===== config.mk =====
export PLATFORM = sky130hd
export DESIGN_NAME = stream_demultiplexer_flat
export DESIGN_NICKNAME = d
export VERILOG_FILES = /design/src/rtl/stream_demultiplexer_if.sv /design/src/rtl/stream_demultiplexer.sv /design/src/flat_wrapper.sv
export SDC_FILE = /design/constraint.sdc
export NUM_CORES = 1
export LEC_CHECK = 0
export ABC_CLOCK_PERIOD_IN_PS = 2000
export CAP_MARGIN = 5
export CELL_PAD_IN_SITES_DETAIL_PLACEMENT = 1
export CELL_PAD_IN_SITES_GLOBAL_PLACEMENT = 1
export CORE_MARGIN = 5
export CORE_UTILIZATION = 32
export DETAILED_ROUTE_END_ITERATION = 10
export GPL_TIMING_DRIVEN = 1
export PLACE_DENSITY_LB_ADDON = 0.12
export SLEW_MARGIN = 10
export SYNTH_ARGS = -nofsm -noshare
export SYNTH_HDL_FRONTEND = slang
export SYNTH_SLANG_ARGS = --single-unit
export TNS_END_PERCENT = 30

===== constraint.sdc =====
create_clock -name clk -period 2 [get_ports clk]
set_input_delay 0.5 -clock clk [delete_from_list [all_inputs] [get_ports clk]]
set_output_delay 0.5 -clock clk [all_outputs]
set_load 0.03 [all_outputs]

===== src/rtl/stream_demultiplexer_if.sv =====
`default_nettype none
// ============================================================================
//  Module      : stream_demultiplexer_if
//  Description : Handshake bundle for stream_demultiplexer. It carries one
//                upstream valid/ready channel with a destination select, and
//                SIZE downstream valid/ready channels with their payloads.
//                A sticky error flag reports beats that named a channel
//                which does not exist.
//  Ports       : none (signal bundle only)
//                in_select  - destination channel index of the offered beat
//                in_data    - offered payload
//                in_valid   - upstream offers in_select/in_data
//                in_ready   - block accepts this cycle
//                out_data   - per-channel payload (all copies of the head)
//                out_valid  - per-channel offer, at most one bit set
//                out_ready  - per-channel downstream accept
//                error      - sticky out-of-range select flag
//  Modports    : master - the side that feeds and drains the block
//                slave  - the demultiplexer itself
//  Revision    : 1.0 - initial release
// ============================================================================
interface stream_demultiplexer_if #(
    parameter int  SIZE = 2,
    parameter type T    = logic
);
    logic [$clog2(SIZE)-1:0] in_select;
    T                        in_data;
    logic                    in_valid;
    logic                    in_ready;
    T [SIZE-1:0]             out_data;
    logic [SIZE-1:0]         out_valid;
    logic [SIZE-1:0]         out_ready;
    logic                    error;

    modport master (
        output in_select,
        output in_data,
        output in_valid,
        input  in_ready,
        input  out_data,
        input  out_valid,
        output out_ready,
        input  error
    );

    modport slave (
        input  in_select,
        input  in_data,
        input  in_valid,
        output in_ready,
        output out_data,
        output out_valid,
        input  out_ready,
        output error
    );
endinterface
`default_nettype wire


===== src/rtl/stream_demultiplexer.sv =====
`default_nettype none
// ============================================================================
//  Module      : stream_demultiplexer
//  Description : Routes a single input stream to one of SIZE output channels.
//                Each accepted {select, data} beat is held in a two-entry
//                FIFO and offered, in acceptance order, on the channel it
//                selects. The head entry blocks every later entry until its
//                own channel takes it, so order across channels is kept.
//                A beat naming a channel >= SIZE is consumed and dropped,
//                and sets a sticky error flag.
//  Parameters  : SIZE - number of output channels (>= 2)
//                T    - payload type of every channel
//  Ports       : clk   - clock, all state changes on its rising edge
//                reset - synchronous, active-high
//                bus   - stream_demultiplexer_if.slave handshake bundle
//  Revision    : 1.0 - initial release
// ============================================================================
module stream_demultiplexer #(
    parameter int  SIZE = 2,
    parameter type T    = logic
) (
    input  wire logic               clk,
    input  wire logic               reset,
    stream_demultiplexer_if.slave   bus
);

    localparam int SEL_W = $clog2(SIZE);

    // One extra bit so SIZE itself is representable for the range check.
    localparam logic [SEL_W:0] c_size  = SIZE[SEL_W:0];
    localparam logic [1:0]     c_depth = 2'd2;

    // ------------------------------------------------------------------
    // FIFO state. Storage is not reset: an entry is only ever read while
    // the count says it is occupied, and out_data carries no meaning while
    // out_valid is low.
    // ------------------------------------------------------------------
    logic [SEL_W-1:0] r_sel  [2];
    T                 r_data [2];
    logic             r_head;
    logic             r_tail;
    logic [1:0]       r_count;
    logic             r_error;

    logic             w_ready;
    logic             w_accept;
    logic             w_in_range;
    logic             w_enq;
    logic             w_pop;
    logic [SEL_W-1:0] w_head_sel;

    // Ready depends only on the registered count, so downstream readiness
    // never ripples back to the upstream port within a cycle. A pop at full
    // therefore frees its slot for the following cycle only.
    assign w_ready    = (r_count != c_depth);
    assign w_accept   = bus.in_valid && w_ready;
    assign w_in_range = ({1'b0, bus.in_select} < c_size);
    assign w_enq      = w_accept && w_in_range;

    assign w_head_sel = r_sel[r_head];

    // Only the channel being offered can complete a transfer; ready bits of
    // the other channels are don't-care.
    assign w_pop      = (r_count != 2'd0) && bus.out_ready[w_head_sel];

    // ------------------------------------------------------------------
    // Pointers, occupancy and error flag
    // ------------------------------------------------------------------
    always_ff @(posedge clk) begin
        if (reset) begin
            r_head  <= 1'b0;
            r_tail  <= 1'b0;
            r_count <= 2'd0;
            r_error <= 1'b0;
        end else begin
            // Two entries: advancing a pointer is a simple toggle.
            if (w_enq) begin
                r_tail <= ~r_tail;
            end
            if (w_pop) begin
                r_head <= ~r_head;
            end

            case ({w_enq, w_pop})
                2'b10:   r_count <= r_count + 2'd1;
                2'b01:   r_count <= r_count - 2'd1;
                default: r_count <= r_count;
            endcase

            // An out-of-range beat is still handshaken away; only the flag
            // remembers it.
            if (w_accept && !w_in_range) begin
                r_error <= 1'b1;
            end
        end
    end

    // ------------------------------------------------------------------
    // Entry storage
    // ------------------------------------------------------------------
    always_ff @(posedge clk) begin
        if (w_enq) begin
            r_sel[r_tail]  <= bus.in_select;
            r_data[r_tail] <= bus.in_data;
        end
    end

    // ------------------------------------------------------------------
    // Outputs. No bypass path: a beat is visible only once it is stored.
    // ------------------------------------------------------------------
    always_comb begin
        bus.out_valid = '0;
        if (r_count != 2'd0) begin
            bus.out_valid[w_head_sel] = 1'b1;
        end
    end

    // The payload is qualified by out_valid alone, so every channel simply
    // sees the head entry's data.
    always_comb begin
        bus.out_data = '0;
        for (int k = 0; k < SIZE; k++) begin
            bus.out_data[k] = r_data[r_head];
        end
    end

    assign bus.in_ready = w_ready;
    assign bus.error    = r_error;

endmodule
`default_nettype wire

===== src/flat_wrapper.sv =====
// flat-port wrapper written by rule: the top's interface ports become plain ports
module stream_demultiplexer_flat 
#(
    parameter int  SIZE = 2,
    parameter type T    = logic
)
  (clk, reset, bus_in_select, bus_in_data, bus_in_valid, bus_in_ready, bus_out_data, bus_out_valid, bus_out_ready, bus_error);
  stream_demultiplexer_if #(.SIZE(SIZE), .T(T)) bus_i ();
  input  wire logic clk;
  input  wire logic reset;
  input wire logic [$bits(bus_i.in_select)-1:0] bus_in_select;
  input wire logic [$bits(bus_i.in_data)-1:0] bus_in_data;
  input wire logic [$bits(bus_i.in_valid)-1:0] bus_in_valid;
  output wire logic [$bits(bus_i.in_ready)-1:0] bus_in_ready;
  output wire logic [$bits(bus_i.out_data)-1:0] bus_out_data;
  output wire logic [$bits(bus_i.out_valid)-1:0] bus_out_valid;
  input wire logic [$bits(bus_i.out_ready)-1:0] bus_out_ready;
  output wire logic [$bits(bus_i.error)-1:0] bus_error;
  assign bus_i.in_select = bus_in_select;
  assign bus_i.in_data = bus_in_data;
  assign bus_i.in_valid = bus_in_valid;
  assign bus_in_ready = bus_i.in_ready;
  assign bus_out_data = bus_i.out_data;
  assign bus_out_valid = bus_i.out_valid;
  assign bus_i.out_ready = bus_out_ready;
  assign bus_error = bus_i.error;
  stream_demultiplexer #(.SIZE(SIZE), .T(T)) u_core (.clk(clk), .reset(reset), .bus(bus_i));
endmodule

==> results of run 1 <==
cell usage after synthesis:
master,n,area (µm²)
a21bo_2,1,10.0
a21oi_1,2,10.0
and3_1,1,6.26
buf_4,2,15.0
conb_1,1,3.75
dfxtp_1,5,100
edfxtp_1,4,120
ha_1,1,12.5
inv_1,1,3.75
mux2_1,2,22.5
mux2_2,1,11.3
mux2i_1,2,20.0
nand2_1,1,3.75
nand2b_1,1,6.26
nand3b_1,1,7.51
nor2_1,4,15.0
nor2b_1,2,12.5
o21ai_0,3,15.0
or3_1,1,6.26
xnor2_1,1,8.76
xor2_1,1,8.76
worst min-delay path: stages (launching register included):
cell and delay, ps:
dfxtp_1 350, o21ai_0 90, a21oi_1 60
layer usage:
layer | wire (µm) | vias to the layer above | part of all wire [%]
li1 | - | 161 | -
met1 | 371 | 155 | 42
met2 | 468 | 7 | 53
met3 | 41 | 0 | 4.7
met4 | 0 | 0 | 0
met5 | 0 | - | 0
power groups by stage:
stage                     registers (mW)  logic, mW  clock network (mW)
after CTS                          0.275      0.395               0.144
after global routing               0.282      0.426               0.157
final                              0.275      0.386               0.141
after global placement             0.274      0.391                   0
after detailed placement           0.276      0.406                   0
after floorplan                    0.275      0.255                   0
worst paths after layout:
path	startpoint	to	slack (ps)	cells after the start
min	u_core.r_count[1]$_SDFFE_PP0P_	u_core.r_count[1]$_SDFFE_PP0P_	540	2
max reg2reg	register	u_core.r_count[1]$_SDFFE_PP0P_	200	5
min reg2reg	u_core.r_count[1]$_SDFFE_PP0P_	u_core.r_count[1]$_SDFFE_PP0P_	540	2
max	register	bus_out_data[0]	160	2
cells in the final DEF, fill, tap and decap left out, types with 2 or more instances in the layout:
master,instances
a21oi_1,2
buf_4,4
clkbuf_4,3
clkdlybuf4s50_1,6
dfxtp_1,5
dlygate4sd2_1,4
edfxtp_1,4
mux2_1,2
nor2_1,4
nor2b_1,2
o21ai_0,3
area by class of cell:
| type | count | area [µm²] |
|---|---|---|
| inverter | 1 | 3.75 |
| fill | 153 | 691 |
| sequential | 9 | 220 |
| timing repair buffer | 14 | 125 |
| clock buffer | 4 | 26.3 |
| multi-input combinational | 26 | 184 |
| tap | 15 | 18.8 |
what timing repair did:
item	CTS	global route
endpoints found under the hold margin	0	0
gates resized for setup	5	0
setup endpoints to repair	4	0
buffers inserted	0	0
metrics by stage:
stage	area (µm²)	util (%)	cells	setup slack, ps	hold slack (ps)
global placement	553	43.6	65	-32.4	516
global route	578	45.6	69	35.6	591
detailed placement	553	43.6	65	-85.6	535
finish	578	45.6	69	157	539
CTS	578	45.6	69	130	544
floorplan	419	-	38	230	484
kinds of logic after synthesis:
logic type / Yosys count
adder cells (fa/ha/maj): 1
other: 1
AO/OA/AOI/OAI: 6
multiplexers: 5
XOR/XNOR: 2
flip-flops: 9
buffers and inverters: 3
AND/OR/NAND/NOR: 11
==> qor.yml, run 1 <==
floorplan:
  io_pins: 13
  rows: 13
  fp.dieH_um: 46.2
  start_util_pct: 33.0
  die_w_um: 46.2
  die_area_um2: 2130
  core_area_um2: 1270
clock_network:
  clk_latency_ps: 260
  cts_buffer_depth: 2
  cts_buffers: 3
  cts_tree: "yes"
  path_clk_slew_ps: 70
  htree_num_levels: 1
  root_buffer: "clkbuf_4"
  clock_sinks: 9
  cts_hold_buf: 0
setup_path:
  start_kind: "register"
  end_kind: "primary output"
  cp_max_fo: 2
  path_class: "register to primary output"
  worstPathRequired_ps: 1500
  cp.arrival_ps: 1340
  cp_top_family: "flip-flops"
  cp_cell_sequence: "mux2_2 -> dlygate4sd2_1"
  crit_slowest_cell: "dfxtp_1"
  critPathMaxStageDelay_ps: 370
  crit_buf_inv: 1
logic_synthesis:
  synth.distinct_cells: 21
  synthXorXnorAreaFrac_pct: 4.18
  synthAdderAreaFrac_pct: 2.99
  seq_area_frac_synth_pct: 52.5
  synth_area_per_cell_um2: 11.0
  synth_nets: 46
  netlist_area_um2: 419
  synthMuxAreaShare_pct: 12.8
  ys_seq_elements: 9
  synth-simple-area-share_pct: 13.7
  postSynthCellCount: 38
  synth_top_family_by_area: "simple AND/OR/NAND/NOR gates"
  synth-compound-area-share_pct: 8.36
  yosysWarningCount: 0
grt:
  antenna_found_initial: 0
  met2_usage_pct: 18.4
  use_met3_pct: 3.52
  grt_max_degree: 7
  busiest_layer: "met2"
  grt_pass1_vias: 356
  grt_pass1_wl_um: 1490
  grt-ovfl-total: 0
  track_usage_pct: 10.5
  grtUsageMet1_pct: 10.4
pwr:
  intPower_mw: 0.498
  p_comb_share_pct: 48.2
  p_per_area_nw_per_um2: 1390
  swShare_pct: 37.9
  seq_power_share_pct: 34.3
  finalPower_mw: 0.801
  switchingPower_mw: 0.304
  p_leak_nw: 0.244
  clockPowerShare_pct: 17.6
  ir_worst_vdd_mv: 0.565
job:
  maxCapViolations: 0
place:
  dpl.hpwl_um: 686
  gp_congestion: 0.744
  port_buffers: 11
timing:
  fin_crit_sh_pct: 92.2
  slew_viol_final: 0
  final.setup.tns_ps: 0
  period_needed_ps: 1840
  timing.fmax_ghz: 0.543
  hold_viol_final: 0
  skew_ps: 7.70
  setup_violations: 0
  rsz0062_at_grt: "no"
route:
  drc: 0
  drt-initial-drc-count: 1
  viasPerCell: 4.68
  vias: 323
  drt_first_pass_iters: 2
  wirelength_um: 881
  ant_nets: 0
  routedWlPerCell_um: 12.8
status:
  status: "complete, no violations"
layout:
  areaGrowthSynthToFinish_pct: 37.9
  drive_above_1_share_pct: 18.5
  finalNetCount: 63
  n_antenna_cell: 0
min_path:
  hp-class: "register to register"
Power figures use the tool's default switching activity.
==> run 2, diff against run 1 <==
Settings changed: CORE_MARGIN 5 to 4, CTS_BUF_LIST set to sky130_fd_sc_hd__clkbuf_4 sky130_fd_sc_hd__clkbuf_8 sky130_fd_sc_hd__clkbuf_16.
==> run 2 against run 1 <==
Compared with the run above: via count down 0.31%; first-iteration DRC count down 100%; power up 7.4%; critical path depth up 4; clock power up 11%; count of clock-buffer cells in the layout unchanged; worst setup slack worse by 71 ps; design area up 4.1%; largest cell class unchanged; highest routed layer is now met4.
==> qor.yml, run 2 (same netlist as run 1, synthesis figures left out) <==
pwr:
  p_per_area_nw_per_um2: 1430  # was 1390 nW/µm²
  ir_worst_vdd_mv: 0.524  # was 0.565 mV
  p_leak_nw: 0.252  # was 0.244 nW
timing:
  slew_viol_final: 0  # unchanged
  setup_violations: 0  # unchanged
  period_needed_ps: 1910  # was 1840 ps
  hold_viol_final: 0  # unchanged
  fin_crit_sh_pct: 95.7  # was 92.2%
  hold_slack_ps: 561  # was 539 ps
  skew_ps: 0.939  # was 7.70 ps
  timing.fmax_ghz: 0.523  # was 0.543 GHz
status:
  status: "complete, no violations"  # unchanged
grt:
  grtUsageMet1_pct: 11.2  # was 10.4%
  track_usage_pct: 11.2  # was 10.5%
  grt-ovfl-total: 0  # unchanged
  grt_pass1_wl_um: 1520  # was 1490 µm
  use_met3_pct: 4.07  # was 3.52%
  busiest_layer: "met2"  # unchanged
  grt_pass1_vias: 344  # was 356
  grt_max_degree: 7  # unchanged
  met2_usage_pct: 19.5  # was 18.4%
  antenna_found_initial: 0  # unchanged
clock_network:
  path_clk_slew_ps: 60  # was 70 ps
  root_buffer: "clkbuf_4"  # unchanged
  clock_sinks: 9  # unchanged
  post_cts_resized: 5  # unchanged
  clk_latency_ps: 260  # about the same
  cts_tree: "yes"  # unchanged
  cts_buffer_depth: 2  # unchanged
  cts_buffers: 3  # unchanged
  htree_num_levels: 1  # unchanged
  cts_setup_buffers: 0  # unchanged
  cts_hold_buf: 0  # unchanged
setup_path:
  path_class: "input port to register"  # was register to primary output
  cp_max_fo: 2  # unchanged
  crit_buf_inv: 1  # unchanged
  crit_slowest_cell: "clkdlybuf4s50_1"  # was dfxtp_1
  r2r-start: "u_core.r_count[0]$_SDFFE_PP0P_"
  start_kind: "input port"  # was register
  startpoint: "bus_out_ready[0]"
  cp_top_family: "buffers and inverters"  # was flip-flops
  end_kind: "register"  # was primary output
  reg2regPathDepth: 6  # was 5
  cp_cell_sequence: "clkdlybuf4s50_1 -> o21ai_0 -> mux2i_4 -> ha_1 -> or3_1 -> a21oi_2"  # was mux2_2 -> dlygate4sd2_1
  regToRegSetupSlack_ps: 100  # was 200 ps
  critPathMaxStageDelay_ps: 450  # was 370 ps
  worstPathRequired_ps: 2200  # was 1500 ps
  cp.depth: 6  # was 2
  cp.arrival_ps: 2110  # was 1340 ps
  worstReg2RegEnd: "u_core.r_count[1]$_SDFFE_PP0P_"  # unchanged
  endpoint: "u_core.r_count[1]$_SDFFE_PP0P_"  # was bus_out_data[0]
layout:
  finalNetCount: 64  # was 63
  final_common_cell: "clkdlybuf4s50_1"  # unchanged
  regArea_um2: 220  # unchanged
  fin_util_pct: 51.4  # was 45.6%
  nFillCells: 136  # was 153
  multi_input_area_um2: 196  # was 184 µm²
  mostFrequentLayoutCells: "clkdlybuf4s50_1, dfxtp_1, dlygate4sd2_1"  # was clkdlybuf4s50_1, dfxtp_1
  areaGrowthSynthToFinish_pct: 43.6  # was 37.9%
  n_antenna_cell: 0  # unchanged
  drive_above_1_share_pct: 21.8  # was 18.5%
route:
  drt-initial-drc-count: 0  # was 1
  wirelength_um: 926  # was 881 µm
  vias: 322  # was 323
  drc: 0  # unchanged
  routedWlPerCell_um: 13.4  # was 12.8 µm
  drt_first_pass_iters: 1  # was 2
  ant_nets: 0  # unchanged
  viasPerCell: 4.67  # was 4.68
floorplan:
  fp.dieH_um: 44.2  # was 46.2 µm
  die_w_um: 44.2  # was 46.2 µm
  start_util_pct: 35.8  # was 33.0%
  core_area_um2: 1170  # was 1270 µm²
  io_pins: 13  # unchanged
  rows: 12  # was 13
  die_area_um2: 1950  # was 2130 µm²
job:
  maxCapViolations: 0  # unchanged
place:
  gp_congestion: 0.699  # was 0.744
  port_buffers: 11  # unchanged
  dpl.hpwl_um: 658  # was 686 µm
min_path:
  hp-class: "register to register"  # unchanged
-- run 2: how the worst min path moves through the flow --
| stage | start | end | slack (ps) | cells after the start |
|---|---|---|---|---|
| global placement | u_core.r_count[1]$_SDFFE_PP0P_ | u_core.r_count[1]$_SDFFE_PP0P_ | 510 | 2 |
| floorplan | u_core.r_count[1]$_SDFFE_PP0P_ | u_core.r_count[1]$_SDFFE_PP0P_ | 480 | 2 |
| detailed placement | u_core.r_count[1]$_SDFFE_PP0P_ | u_core.r_count[1]$_SDFFE_PP0P_ | 540 | 2 |
| finish | u_core.r_tail$_SDFFE_PP0P_ | u_core.r_tail$_SDFFE_PP0P_ | 560 | 2 |
| global route | u_core.r_tail$_SDFFE_PP0P_ | u_core.r_tail$_SDFFE_PP0P_ | 620 | 2 |
| CTS | u_core.r_count[1]$_SDFFE_PP0P_ | u_core.r_count[1]$_SDFFE_PP0P_ | 560 | 2 |
-- run 2: routing by layer --
| layer | vias to the layer above | share of wire (%) |
|---|---|---|
| met5 | - | 0 |
| met3 | 2 | 6.4 |
| met2 | 10 | 55 |
| met1 | 149 | 36 |
| li1 | 161 | - |
| met4 | 0 | 2.4 |
-- run 2: per-stage QoR --
stage / worst slack (ps) / setup TNS [ps] / total power, mW / area [µm²] / cells
final: 86.1 / 0 / 0.860 / 602 / 69
after global placement: -36.8 / -36.8 / 0.676 / 562 / 65
after global routing: -47.0 / -47.0 / 0.928 / 602 / 69
after detailed placement: -112 / -112 / 0.696 / 562 / 65
after floorplan: 230 / 0 / 0.529 / 419 / 38
after CTS: 72.8 / 0 / 0.836 / 586 / 69
-- run 2: area by class of cell --
| class | count | area share [%] |
|---|---|---|
| tap | 14 | 2.91 |
| sequential | 9 | 36.6 |
| multi-input combinational | 26 | 32.6 |
| timing repair buffer | 15 | 22.2 |
| inverter | 1 | 0.624 |
| clock buffer | 4 | 4.99 |
-- run 2: tightest hold or removal path: stages, from the launching register on --
cell,delay [ps]
dfxtp_1,330
nand3b_1,130
a21oi_1,60
-- run 2: report_power, final --
group / total, mW / internal (mW) / switching, mW
Combinational: 0.428 / 0.195 / 0.233
Clock: 0.157 / 0.0906 / 0.0666
Sequential: 0.275 / 0.243 / 0.0327
